$ cat config.mk
export PLATFORM = sky130hd
export DESIGN_NAME = follow_stim_driver
export DESIGN_NICKNAME = d
export VERILOG_FILES = /design/src/rtl/follow_stim_driver.sv
export SDC_FILE = /design/constraint.sdc
export NUM_CORES = 1
export LEC_CHECK = 0
export ABC_CLOCK_PERIOD_IN_PS = 4300
export CORE_MARGIN = 10
export CORE_UTILIZATION = 30
export CTS_CLUSTER_DIAMETER = 100
export DETAILED_ROUTE_END_ITERATION = 6
export RECOVER_POWER = 50
export SLEW_MARGIN = 20
export SYNTH_ARGS = -nofsm -noshare
export SYNTH_HDL_FRONTEND = slang
export SYNTH_SLANG_ARGS = --single-unit
$ cat constraint.sdc
create_clock -name clk -period 4.3 [get_ports clk]
set_input_delay 0.86 -clock clk [delete_from_list [all_inputs] [get_ports clk]]
set_output_delay 0.86 -clock clk [all_outputs]
set_load 0.02 [all_outputs]
$ cat src/rtl/follow_stim_driver.sv
// Self-checking stimulus source for single-bit follow-type DUTs (out == in delayed by LATENCY).
// Drives an LFSR bit stream, checks the DUT output against a delayed copy, reports errors.
module follow_stim_driver #(
  parameter int unsigned LATENCY     = 1,
  parameter int unsigned NUM_VECTORS = 16,
  parameter logic [7:0]  LFSR_SEED   = 8'hA5,
  parameter int unsigned ERR_W       = 8
) (
  input  logic             clk,
  input  logic             reset,
  input  logic             start,
  output logic             dut_in,
  input  logic             dut_out,
  output logic             busy,
  output logic             done,
  output logic             pass,
  output logic [ERR_W-1:0] err_count,
  output logic [15:0]      first_err_idx
);

  localparam logic [1:0] S_IDLE  = 2'd0;
  localparam logic [1:0] S_DRIVE = 2'd1;
  localparam logic [1:0] S_DRAIN = 2'd2;
  localparam logic [1:0] S_DONE  = 2'd3;

  localparam logic [7:0]  SEED       = (LFSR_SEED == 8'h00) ? 8'h01 : LFSR_SEED;
  localparam logic [15:0] LAST_VEC   = 16'(NUM_VECTORS - 1);
  localparam logic [15:0] LAST_DRAIN = 16'(LATENCY - 1);

  logic [1:0]         state_q, state_d;
  logic [15:0]        cnt_q, cnt_d;
  logic [7:0]         lfsr_q, lfsr_d;
  logic [LATENCY-1:0] dly_q, dly_d;
  logic [LATENCY-1:0] vld_q, vld_d;
  logic [15:0]        cmp_idx_q, cmp_idx_d;
  logic [ERR_W-1:0]   err_q, err_d;
  logic [15:0]        first_q, first_d;
  logic               stim;
  logic               fb;

  assign stim = (state_q == S_DRIVE) && lfsr_q[0];
  assign fb   = lfsr_q[7] ^ lfsr_q[5] ^ lfsr_q[4] ^ lfsr_q[3];

  always_comb begin
    state_d   = state_q;
    cnt_d     = cnt_q;
    lfsr_d    = lfsr_q;
    cmp_idx_d = cmp_idx_q;
    err_d     = err_q;
    first_d   = first_q;
    dly_d     = (dly_q << 1) | LATENCY'(stim);
    vld_d     = (vld_q << 1) | LATENCY'(state_q == S_DRIVE);

    // Case inequality so an X/Z output in simulation is scored as a mismatch.
    if (vld_q[LATENCY-1]) begin
      cmp_idx_d = cmp_idx_q + 16'd1;
      if (dut_out !== dly_q[LATENCY-1]) begin
        if (err_q != '1) err_d = err_q + ERR_W'(1);
        if (err_q == '0) first_d = cmp_idx_q;
      end
    end

    case (state_q)
      S_IDLE, S_DONE: begin
        if (start) begin
          state_d   = S_DRIVE;
          cnt_d     = '0;
          lfsr_d    = SEED;
          cmp_idx_d = '0;
          err_d     = '0;
          first_d   = '0;
          dly_d     = '0;
          vld_d     = '0;
        end
      end
      S_DRIVE: begin
        lfsr_d = {lfsr_q[6:0], fb};
        if (cnt_q == LAST_VEC) begin
          state_d = S_DRAIN;
          cnt_d   = '0;
        end else begin
          cnt_d = cnt_q + 16'd1;
        end
      end
      default: begin
        if (cnt_q == LAST_DRAIN) begin
          state_d = S_DONE;
          cnt_d   = '0;
        end else begin
          cnt_d = cnt_q + 16'd1;
        end
      end
    endcase
  end

  always_ff @(posedge clk) begin
    if (reset) begin
      state_q   <= S_IDLE;
      cnt_q     <= '0;
      lfsr_q    <= SEED;
      dly_q     <= '0;
      vld_q     <= '0;
      cmp_idx_q <= '0;
      err_q     <= '0;
      first_q   <= '0;
    end else begin
      state_q   <= state_d;
      cnt_q     <= cnt_d;
      lfsr_q    <= lfsr_d;
      dly_q     <= dly_d;
      vld_q     <= vld_d;
      cmp_idx_q <= cmp_idx_d;
      err_q     <= err_d;
      first_q   <= first_d;
    end
  end

  assign dut_in        = stim;
  assign busy          = (state_q == S_DRIVE) || (state_q == S_DRAIN);
  assign done          = (state_q == S_DONE);
  assign pass          = done && (err_q == '0);
  assign err_count     = err_q;
  assign first_err_idx = first_q;

endmodule

Word-level counts from Yosys, hierarchy flattened
Index checks and enable logic that the tools add are counted.

storage, ports and cells
  bits in registers = 68
  output and inout port bits = 28
  word-level logic and storage cells = 60

operators by class
  add/sub/neg operators = 3
  equal/unequal tests = 8
  muxes and demuxes = 27
  bitwise logic cells = 3
  reductions and logical operators = 11

operators with widths
  operator                                                                  count
  16-bit two-way mux                                                        11
  8-bit two-way mux                                                         6
  16-bit by 1-bit adder with 16-bit output (second input constant)          2
  16-bit one-hot mux with 2 select lines                                    1
  16-bit by 4-bit == test with 1-bit output (second input constant)         1
  16-bit zero test                                                          1
  8-bit one-hot mux with 2 select lines                                     1
  8-bit by 1-bit adder with 8-bit output (second input constant)            1
  8-bit zero test                                                           1
  8-bit inequality test (second input constant)                             1
  2-bit two-way mux                                                         3
  2-bit == test (second input constant)                                     2
  1-bit two-way mux                                                         4
  2-bit one-hot mux with 2 select lines                                     1
  3-bit AND reduction                                                       1
  3-bit nonzero test                                                        1
  1-bit bitwise XOR                                                         3
  2-bit by 1-bit == test with 1-bit output (second input constant)          1
  1-bit logical AND                                                         2
  2-bit zero test                                                           1
  2-bit by 1-bit inequality test with 1-bit output (second input constant)  1
  2-bit inequality test (second input constant)                             1
  2-bit AND reduction                                                       1
  2-bit nonzero test                                                        1
  3 further kinds                                                           3

Depth between registers and ports, before layout
  depth after elaboration = 6
  mapped depth = 8
  depth with buffers taken out = 7

Least setup slack after synthesis
OpenSTA, ideal clock, no wires.

  kind = flip-flop to output port
  start = register err_q[6], in the netlist err_count[6]
  end = output pass
  data arrival time = 1.576 ns
  setup slack = 1.864 ns
  cell stages (with the launch flop) = 4
  buffers on the path = 0
  cell sequence = dfxtp_1 > nor4_2 > nand2_1 > nor4b_1

between the ends
  word-level cells in the longest chain between the ends = 2

RTL lines
  item                    line  source
  from (decl)             36    logic [ERR_W-1:0] err_q, err_d;
  from (signal assigned)  113   err_q <= err_d;
  8-bit zero test         121   assign pass = done && (err_q == '0);
  1-bit logical AND       121
  to (decl)               16    output logic pass,

No other way between the ends.

Final worst setup path
Same ends and word-level chain as after synthesis.

==> metrics <==
area growth from synthesis to layout=21.02%; GRT Overall Usage=8.904%; average instance area after synthesis=9.044 sq um; met2 capacity usage during global routing=14.92%; sequential group share of total power=41.8%; count of flip-flops with a built-in enable after synthesis=0; Die Outline Area=0.01445 sq mm; post-synthesis instance area=0.003012 sq mm; global routing met3 resource utilization=3.490%; Post-Syn Nets=346; number of buffers inserted by port buffering=31; type of destination of the critical path=output port; distinct cell type count of the synthesized netlist=40; number of storage elements in the synthesis netlist=68; count of fill cells added during filler insertion=992; Max Buffers Root-to-Sink=2; IR drop worst, VDD=0.2835 mV; post-route standard cell area excluding fillers=0.003645 sq mm; antenna violations before repair=0; violation count after the first detailed-route iteration=97; Pre-antenna DRT Iters=4; buffer count from post-CTS setup fixing=0; first-pass GRT wire length=10890 um; average wire per cell in the routed design=12.32 um; fraction of the cycle the final worst path needs=72.94%; via count=2353; number of nets with antenna violations after routing=0; Clk pin slew, worst setup/hold paths=0.07 ns; post-route insts no fill=501; Startpoint Class=flip-flop; top flip-flop cell by instance count after synthesis=sky130_fd_sc_hd__dfxtp_1; net switching share of the total power=31.64%; RSZ-0062 raised after global routing=false; share of synthesized flip-flops with an asynchronous set or reset=0%; RD Place Congestion=0.8070; clock network power share=33.4%; run status=complete, no violations; clock insertion delay at the later pin of the skew report=0.34 ns; maximum number of pins on one net before global-route repair=42; most used routing layer in global routing=met2; standby leakage power=1.288 nW; number of rows created at floorplan=36; drt drc=0; fraction of power consumed by combinational cells=24.8%; clock tree from TritonCTS=done; Die Ht=120.2 um; design internal power=1.164 mW; via density per instance=4.697; Antenna Diode Count=0; worst hold-check path type=flip-flop to flip-flop; Inst Count DP=485; final hold violations=0; overflow left after global routing=0; max-slew violation total from the final report=0; met1 track utilization from global routing=9.956%; Seq/Total Area, Yosys=45.20%; Max Fclk=318.8 MHz; sinks on the clock net=68; hold slack=0.4826 ns; Max Cap Violations=0; count of mapped cells out of synthesis=333; post-layout power=1.703 mW; total clock buffers created by CTS=9; Cell Pwr Density=467.3 mW/mm^2; Final min period=3.136 ns; worst path arrival time=2.28 ns; Boundary Pins=32; Core Area=0.009774 sq mm; count of hold buffers inserted by post-cts repair=0; Setup Total Neg Slack=0 ns; slew at the pin closest to its max-slew limit=0.9421 ns; max-slew headroom at the worst pin=37.06%; CP max FO=5; clock root buffer=sky130_fd_sc_hd__clkbuf_8; via count of the first global-routing pass=2438; fraction of final layout cells with drive strength greater than 1=8.152%; Final Net Count=376; final wirelength=6173 um; HPWL after DPL=4435 um; final setup vio count=0; worst-case clock skew=0.007529 ns; total of cells resized after clock tree synthesis=0; initial core utilization=30.81%; Ys Warns=0; Sw Pwr=538.9 uW; H-Tree Level Count=3; data required time of the worst path=3.44 ns; type of the worst setup path=flip-flop to output port; post-detailed-placement cell area=0.003432 sq mm; die span in x=120.2 um
[per-stage QoR]
step	worst slack, ns	utilization, %
6_report	1.164	37.29
3_5_place_dp	1.457	35.11
2_1_floorplan	1.864	-
3_3_place_gp	1.511	35.11
5_1_grt	1.011	37.29
4_1_cts	1.123	37.33
[cells in the mapped netlist (2+ instances only)]
cell,n,area (sq um)
sky130_fd_sc_hd__ha_1,9,112.6
sky130_fd_sc_hd__nor3b_1,2,15.01
sky130_fd_sc_hd__or3_1,4,25.02
sky130_fd_sc_hd__nor2_1,53,198.9
sky130_fd_sc_hd__clkbuf_1,8,30.03
sky130_fd_sc_hd__nand2_1,22,82.58
sky130_fd_sc_hd__nor2_2,10,62.56
sky130_fd_sc_hd__buf_1,2,7.510
sky130_fd_sc_hd__nor4b_1,2,17.52
sky130_fd_sc_hd__a22oi_1,4,30.03
sky130_fd_sc_hd__nand3_1,14,70.07
sky130_fd_sc_hd__a21oi_1,8,40.04
sky130_fd_sc_hd__mux2i_1,20,200.2
sky130_fd_sc_hd__xnor2_1,15,131.4
sky130_fd_sc_hd__inv_1,12,45.04
sky130_fd_sc_hd__nand4_1,11,68.82
sky130_fd_sc_hd__nor4_1,5,31.28
sky130_fd_sc_hd__a211oi_1,2,15.01
sky130_fd_sc_hd__o21ai_0,7,35.03
sky130_fd_sc_hd__and3_1,5,31.28
sky130_fd_sc_hd__nand2b_1,8,50.05
sky130_fd_sc_hd__dfxtp_1,68,1361
sky130_fd_sc_hd__nor3_1,6,30.03
sky130_fd_sc_hd__o22ai_1,4,25.02
sky130_fd_sc_hd__xor2_1,17,148.9
[cell families after synthesis]
group / synth area share [%]
adders and majority gates: 3.739
and+or+nand+nor: 25.09
DFF: 45.20
buffers and inverters: 3.698
muxes: 7.021
xor gates and xnor gates: 9.306
AOI/OAI and AO/OA: 5.941
[final cells by class]
class / instances / area (sq um) / area share [%]
timing repair buffer: 32 / 317.8 / 8.720
clock buffer: 11 / 141.4 / 3.879
multi-input combinational: 240 / 1538 / 42.19
clock inverter: 5 / 75.07 / 2.060
inverter: 12 / 45.04 / 1.236
tap: 133 / 166.4 / 4.566
sequential: 68 / 1361 / 37.35
[layer usage]
metal  routed length [um]  share of wire [%]
met1                 2805                 45
met2                 2938                 48
met3                  354                5.7
met4                   74                1.2
met5                    0                  0
[worst max-delay path: stages (launching register included)]
cell and delay, ns:
sky130_fd_sc_hd__dfxtp_1 0.37, sky130_fd_sc_hd__nor4_2 0.29, sky130_fd_sc_hd__nand2_1 0.14, sky130_fd_sc_hd__nor4b_1 0.44
sky130_fd_sc_hd__clkdlybuf4s50_1 0.71
[placed cells by master (no fill, tap or decap), drive strengths merged, types with 2 or more instances in the layout]
cell type	netlist	layout
a211oi	2	2
a21oi	8	8
a22oi	4	4
and3	5	5
bufinv	0	2
clkbuf	8	11
clkdlybuf4s50	0	7
clkinv	0	3
dfxtp	68	68
dlygate4sd3	0	24
ha	9	9
inv	12	12
mux2i	20	20
nand2	22	22
nand2b	8	8
nand3	14	14
nand4	11	11
nor2	63	63
nor3	6	6
nor3b	2	2
nor4	7	7
nor4b	2	2
o21ai	7	7
o22ai	4	4
or3	5	5
xnor2	15	15
xor2	17	17
[state kept, by name, summed over array words and instances (netlist names)]
name and flops:
lfsr_q 8, cmp_idx_q 16, dly_q 1, cnt_q 16, err_count 8, state_q 2, vld_q 1, first_err_idx 16
[final timing paths]
path	startpoint	to	slack, ns	depth (start not counted)
worst max-delay path	err_count[6]	pass	1.16	4
worst max register to register	cnt_q[4]	cnt_q[5]	1.82	5
worst min-delay path	lfsr_q[0]	dly_q	0.48	2
worst min register to register	lfsr_q[0]	dly_q	0.48	2
[power groups by stage]
stage,registers [mW],logic [mW],clock network [mW]
4_1_cts,0.712,0.431,0.592
3_5_place_dp,0.726,0.428,0
5_1_grt,0.720,0.477,0.615
3_3_place_gp,0.724,0.426,0
6_report,0.712,0.422,0.570
2_1_floorplan,0.714,0.332,0
Note: power is estimated with default switching activity, not from simulation.
